===== src/rtl/imem_boot_loader.sv =====
// Boot loader: streams a length-prefixed program into instruction memory.
// Optional checksum byte after the data is enabled by IMEM_BOOT_CHKSUM_EN.
module imem_boot_loader #(
  parameter int ADDR_W        = 10,
  parameter int BASE_WORD     = 0,
  parameter bit BOOT_ON_RESET = 1'b1
) (
  input  logic              clk,
  input  logic              reset_n,
  input  logic              boot_req,
  input  logic [7:0]        rx_data,
  input  logic              rx_valid,
  output logic              rx_ready,
  input  logic [31:0]       cpu_addr,
  output logic [31:0]       cpu_instr,
  output logic [ADDR_W-1:0] mem_addr,
  output logic              mem_we,
  output logic [31:0]       mem_wdata,
  input  logic [31:0]       mem_rdata,
  output logic              cpu_hold,
  output logic              load_busy,
  output logic              load_done,
  output logic              load_err,
  output logic [ADDR_W:0]   word_cnt
);

  localparam logic [31:0] NOP = 32'h0000_0013;
  localparam logic [31:0] LIMIT = (32'd1 << ADDR_W) - 32'(BASE_WORD);
  localparam logic [ADDR_W-1:0] BASE_A = ADDR_W'(BASE_WORD);

  typedef enum logic [2:0] {
    S_RUN,
    S_LEN_LO,
    S_LEN_HI,
    S_DATA,
    S_ERR
`ifdef IMEM_BOOT_CHKSUM_EN
    , S_CHK
`endif
  } state_t;

  localparam state_t S_RST = BOOT_ON_RESET ? S_LEN_LO : S_RUN;

  state_t      state_q, state_d;
  logic [15:0] len_q, len_d;
  logic [1:0]  idx_q, idx_d;
  logic [23:0] asm_q, asm_d;
  logic        we_q, we_d;
  logic [31:0] wdata_q, wdata_d;
  logic [ADDR_W:0] cnt_q, cnt_d;
  logic        done_q, done_d;
  logic        err_q, err_d;
`ifdef IMEM_BOOT_CHKSUM_EN
  logic [7:0]  csum_q, csum_d;
`endif

  logic        xfer;
  logic        busy;
  logic        last_wr;
  logic [15:0] n_in;
  logic [31:0] cnt_nx;

  always_comb begin
    busy = 1'b0;
    unique case (state_q)
      S_LEN_LO, S_LEN_HI, S_DATA: busy = 1'b1;
`ifdef IMEM_BOOT_CHKSUM_EN
      S_CHK: busy = 1'b1;
`endif
      default: busy = 1'b0;
    endcase
  end

  assign xfer    = rx_valid && busy;
  assign n_in    = {rx_data, len_q[7:0]};
  assign cnt_nx  = 32'(cnt_q) + 32'd1;
  assign last_wr = we_q && (cnt_nx == 32'(len_q));

  always_comb begin
    state_d = state_q;
    len_d   = len_q;
    idx_d   = idx_q;
    asm_d   = asm_q;
    we_d    = 1'b0;
    wdata_d = wdata_q;
    cnt_d   = cnt_q;
    done_d  = done_q;
    err_d   = err_q;
`ifdef IMEM_BOOT_CHKSUM_EN
    csum_d  = csum_q;
`endif
    unique case (state_q)
      S_RUN, S_ERR: begin
        if (boot_req) begin
          state_d = S_LEN_LO;
          done_d  = 1'b0;
          err_d   = 1'b0;
          cnt_d   = '0;
        end
      end
      S_LEN_LO: begin
        if (xfer) begin
          len_d[7:0] = rx_data;
          state_d    = S_LEN_HI;
        end
      end
      S_LEN_HI: begin
        if (xfer) begin
          len_d = n_in;
          idx_d = 2'd0;
`ifdef IMEM_BOOT_CHKSUM_EN
          csum_d = 8'h00;
`endif
          if (n_in == 16'd0) begin
`ifdef IMEM_BOOT_CHKSUM_EN
            state_d = S_CHK;
`else
            state_d = S_RUN;
            done_d  = 1'b1;
`endif
          end else if (32'(n_in) > LIMIT) begin
            state_d = S_ERR;
            err_d   = 1'b1;
          end else begin
            state_d = S_DATA;
          end
        end
      end
      S_DATA: begin
        if (we_q) cnt_d = cnt_q + 1'b1;
        if (last_wr) begin
`ifdef IMEM_BOOT_CHKSUM_EN
          // checksum byte may already arrive during the final write
          if (xfer) begin
            if (rx_data == csum_q) begin
              state_d = S_RUN;
              done_d  = 1'b1;
            end else begin
              state_d = S_ERR;
              err_d   = 1'b1;
            end
          end else begin
            state_d = S_CHK;
          end
`else
          state_d = S_RUN;
          done_d  = 1'b1;
`endif
        end else if (xfer) begin
`ifdef IMEM_BOOT_CHKSUM_EN
          csum_d = csum_q ^ rx_data;
`endif
          idx_d = idx_q + 2'd1;
          if (idx_q == 2'd3) begin
            we_d    = 1'b1;
            wdata_d = {rx_data, asm_q};
          end else begin
            asm_d = {rx_data, asm_q[23:8]};
          end
        end
      end
`ifdef IMEM_BOOT_CHKSUM_EN
      S_CHK: begin
        if (xfer) begin
          if (rx_data == csum_q) begin
            state_d = S_RUN;
            done_d  = 1'b1;
          end else begin
            state_d = S_ERR;
            err_d   = 1'b1;
          end
        end
      end
`endif
      default: state_d = S_ERR;
    endcase
  end

  always_ff @(posedge clk or negedge reset_n) begin
    if (!reset_n) begin
      state_q <= S_RST;
      len_q   <= '0;
      idx_q   <= '0;
      asm_q   <= '0;
      we_q    <= 1'b0;
      wdata_q <= '0;
      cnt_q   <= '0;
      done_q  <= 1'b0;
      err_q   <= 1'b0;
`ifdef IMEM_BOOT_CHKSUM_EN
      csum_q  <= '0;
`endif
    end else begin
      state_q <= state_d;
      len_q   <= len_d;
      idx_q   <= idx_d;
      asm_q   <= asm_d;
      we_q    <= we_d;
      wdata_q <= wdata_d;
      cnt_q   <= cnt_d;
      done_q  <= done_d;
      err_q   <= err_d;
`ifdef IMEM_BOOT_CHKSUM_EN
      csum_q  <= csum_d;
`endif
    end
  end

  wire unused_addr = ^{cpu_addr[31:ADDR_W+2], cpu_addr[1:0]};

  always_comb begin
    if (state_q == S_RUN) begin
      mem_addr  = cpu_addr[ADDR_W+1:2];
      cpu_instr = mem_rdata;
      cpu_hold  = 1'b0;
    end else begin
      mem_addr  = BASE_A + cnt_q[ADDR_W-1:0];
      cpu_instr = NOP;
      cpu_hold  = 1'b1;
    end
  end

  assign rx_ready  = busy;
  assign load_busy = busy;
  assign mem_we    = we_q;
  assign mem_wdata = wdata_q;
  assign load_done = done_q;
  assign load_err  = err_q;
  assign word_cnt  = cnt_q;

endmodule

===== config.mk =====
export PLATFORM = sky130hd
export DESIGN_NAME = imem_boot_loader
export DESIGN_NICKNAME = d
export VERILOG_FILES = /design/src/rtl/imem_boot_loader.sv
export SDC_FILE = /design/constraint.sdc
export NUM_CORES = 1
export LEC_CHECK = 0
export CORE_ASPECT_RATIO = 1.2
export CORE_MARGIN = 2
export CORE_UTILIZATION = 25
export CTS_BUF_LIST = sky130_fd_sc_hd__clkbuf_16
export DETAILED_ROUTE_END_ITERATION = 6
export GPL_ROUTABILITY_DRIVEN = 0
export GPL_TIMING_DRIVEN = 0
export PLACE_DENSITY = 0.61
export SLEW_MARGIN = 20
export SYNTH_ARGS = -nofsm -noshare
export SYNTH_HDL_FRONTEND = slang
export SYNTH_SLANG_ARGS = --single-unit
export TNS_END_PERCENT = 5

===== constraint.sdc =====
create_clock -name clk -period 2.4 [get_ports clk]
set_input_delay 0.48 -clock clk [delete_from_list [all_inputs] [get_ports clk]]
set_output_delay 0.48 -clock clk [all_outputs]
set_load 0.05 [all_outputs]

==> impl_metrics.py, run 1 <==
metrics = {
    "status": {
        "status": "complete, but fails checks",
        "violations": "negative setup slack",
    },
    "die": {
        "start_util": 0.2542,
        "core_um2": 18170,
        "die_x_um": 128.1,
        "ioPinCount": 167,
        "die_area_um2": 19590,
        "row_count": 54,
        "die_height_um": 152.9,
    },
    "synthesis": {
        "yosysTopAreaCell": "dfrtp_1",
        "synthTopCellsByArea": "dfrtp_1, mux2_2, mux2_4",
        "synthAdderAreaFrac": 0.005416,
        "synth_edf_count": 0,
        "synth_compound_gate_area_share": 0.07528,
        "synth_top_area_share": 0.4874,
        "ys_warn_count": 0,
        "synth_nets": 461,
        "ys_seq_area_frac": 0.4931,
        "ys_async_sr_fraction": 1.000,
        "synthXorXnorAreaFrac": 0.03033,
        "syn_inst": 383,
        "yosys.area_share.simple": 0.1389,
        "yosysUniqueCellTypes": 46,
        "yosysMostFrequentCell": "dfrtp_1",
        "avgSynthCellArea_um2": 12.06,
        "synth_commonest_cells": "dfrtp_1, mux2_2, and2_1",
        "synthFlopType": "dfrtp_1",
        "syn_area_um2": 4621,
        "yosys_register_bits": 91,
        "synth_top_family_by_area": "multiplexers",
        "synth_mux_area_frac": 0.2185,
    },
    "global_routing": {
        "grt_pass1_wl_um": 20470,
        "grt_pass1_vias": 3763,
        "antenna_found_initial": 0,
        "grt_max_degree": 51,
        "grt_usage": 0.1346,
        "grt_overflow": 0,
    },
    "place": {
        "pre_cts_slack_ns": -1.065,
        "port_buffers": 144,
        "hpwlAfterDp_um": 9373,
    },
    "timing": {
        "worst_hold_slack_ns": 0.1578,
        "finalCritPeriodShare": 1.088,
        "period_needed_ns": 2.610,
        "hold_viol_final": 0,
        "finalSetupViolations": 59,
        "fmax_ghz": 0.3831,
        "slew_headroom": 0.5299,
        "setup_tns_ns": -10.69,
        "rsz0062_at_grt": "true",
        "skew_ns": 0.009175,
        "worst_pin_slew_ns": 0.7051,
        "fin_ws_ns": -0.2102,
        "slew_viol_final": 0,
    },
    "min_path": {
        "hp-class": "in2async",
    },
    "setup_path": {
        "worstPathCellList": "ha_4 -> xnor2_1 -> and4_1 -> o2111ai_1 -> a2111o_1 -> o21ai_4 -> buf_12 -> buf_12 -> mux2_4",
        "cp-start-kind": "register",
        "cpPeakStageDelay_ns": 0.51,
        "critical_path.top_delay_family": "compound AO/OA/AOI/OAI gates",
        "slowest_stage": "a2111o_1",
        "crit_fanout": 10,
        "cp_num_buf_inv": 2,
        "required_ns": 2.63,
        "crit_type": "reg2reg",
        "cp_common_cell": "buf_12",
        "cp-end-kind": "register",
        "critPathArrivalTime_ns": 2.84,
    },
    "power": {
        "power_mw": 7.722,
        "pwr_density_cell_nw_per_um2": 1110,
        "ir_worst_vdd_mv": 0.4431,
        "cellLeakagePower_nw": 3.167,
    },
    "finish": {
        "drive_gt1_frac": 0.3441,
        "fillers": 1735,
        "area_growth_pct": 50.58,
        "finish.utilization": 0.3828,
        "antenna_cells": 0,
        "finalNetCount": 628,
    },
    "clock_tree": {
        "cts_hold_buf": 0,
        "cts_tree": "yes",
        "clk_latency_ns": 0.35,
        "cts_inserted_buffers": 9,
        "cts-root-to-sink-buffers": 2,
        "clockRootBuffer": "clkbuf_16",
        "clk_pin_slew_worst_paths_ns": 0.07,
        "clkSinkCount": 91,
        "htreeDepth": 3,
    },
    "route": {
        "dr_total_vias": 3605,
        "wl_um": 13080,
        "drt_pass1_iterations": 4,
        "wl_per_cell_um": 16.79,
        "drc": 0,
        "drtIter0Drc": 193,
        "antenna_left": 0,
        "via_per_inst": 4.628,
    },
    "job": {
        "maxCapViolations": 0,
    },
}
[sequential cells by signal, indices dropped and copies added (netlist names)]
register	count
asm_q	24
state_q	3
mem_we	1
len_q	16
load_done	1
idx_q	2
mem_wdata	32
word_cnt	11
load_err	1
[worst paths after layout]
check / start / endpoint / slack (ns) / cells after the start
max: word_cnt[0] / mem_wdata[14] / -0.21 / 9
min: reset_n / word_cnt[7] / 0.16 / 1
max reg2reg: word_cnt[0] / mem_wdata[14] / -0.21 / 9
min reg2reg: mem_wdata[25] / mem_wdata[25] / 0.51 / 1
max in group asynchronous: reset_n / asm_q[18] / 1.59 / 2
min in group clk: mem_wdata[25] / mem_wdata[25] / 0.51 / 1
[worst register-to-register path: stages, from the launching register on]
cell       delay (ns)
dfrtp_4          0.50
ha_4             0.29
xnor2_1          0.10
and4_1           0.18
o2111ai_1        0.09
a2111o_1         0.51
o21ai_4          0.20
buf_12           0.15
buf_12           0.17
mux2_4           0.31
[where the power goes]
part	leakage, nW	total, mW	internal [mW]	switching [mW]
clock network	0.159	1.58	0.929	0.646
logic	1.81	3.81	1.53	2.28
registers	1.20	2.33	1.98	0.353
total	3.17	7.72	4.44	3.28
[per-layer routing]
layer  share of wire  track usage  up-vias
li1                -            -     1688
met1            0.41       0.1529     1753
met2            0.51       0.2503      150
met3           0.068      0.02765       14
met4           0.016      0.04082        0
met5               0            0        -
[cells by family (layout without fill, tap and decap cells)]
group,after synthesis,after routing
AOI/OAI and AO/OA,51,51
muxes,80,80
buffers and inverters,28,200
DFF,91,91
xor gates and xnor gates,16,16
and+or+nand+nor,115,115
adders and majority gates,2,2
[placed cells by master (no fill, tap or decap), drive strengths merged, types with 9 or more instances in the layout]
master	count
clkdlybuf4s50	98
dfrtp	90
mux2	80
buf	41
and2	33
nand2	24
clkbuf	23
o21ai	22
clkdlybuf4s15	18
nor2	13
xnor2	12
nand3	10
inv	9
[area by class of cell]
cell class	instances	area (um2)	share of cell area
Inverter	6	22.52	0.003237
Multi-Input combinational cell	264	2300	0.3305
Clock buffer	9	225.2	0.03237
Sequential cell	91	2287	0.3287
Clock inverter	7	105.1	0.01511
Timing Repair Buffer	159	1562	0.2244
Tap cell	224	280.3	0.04028
Buffer	19	176.4	0.02536
[through the flow]
step / cell area [um2] / std cells
detailed placement: 6391 / 752
floorplan: 4652 / 383
global route: 6958 / 779
finish: 6958 / 779
CTS: 7059 / 781
global placement: 6374 / 751
[timing repair]
action | in CTS | in global routing
cloned | 2 | 0
setup endpoints to repair | 106 | 100
setup buffers | 13 | 0
resized for setup | 178 | 41
pin swaps | 9 | 3
Note: power is estimated with default switching activity, not from simulation.
==> run 2: changes to the inputs <==
Settings changed: CAP_MARGIN from default to 20.
==> results of run 2 <==
Same layout as run 1: the final DEF is identical, and so are final timing and power.
==> run 3: changes to the inputs <==
Settings changed: CTS_CLUSTER_DIAMETER from default to 150.
==> results of run 3 <==
Same layout as run 1: the final DEF is identical, and so are final timing and power.
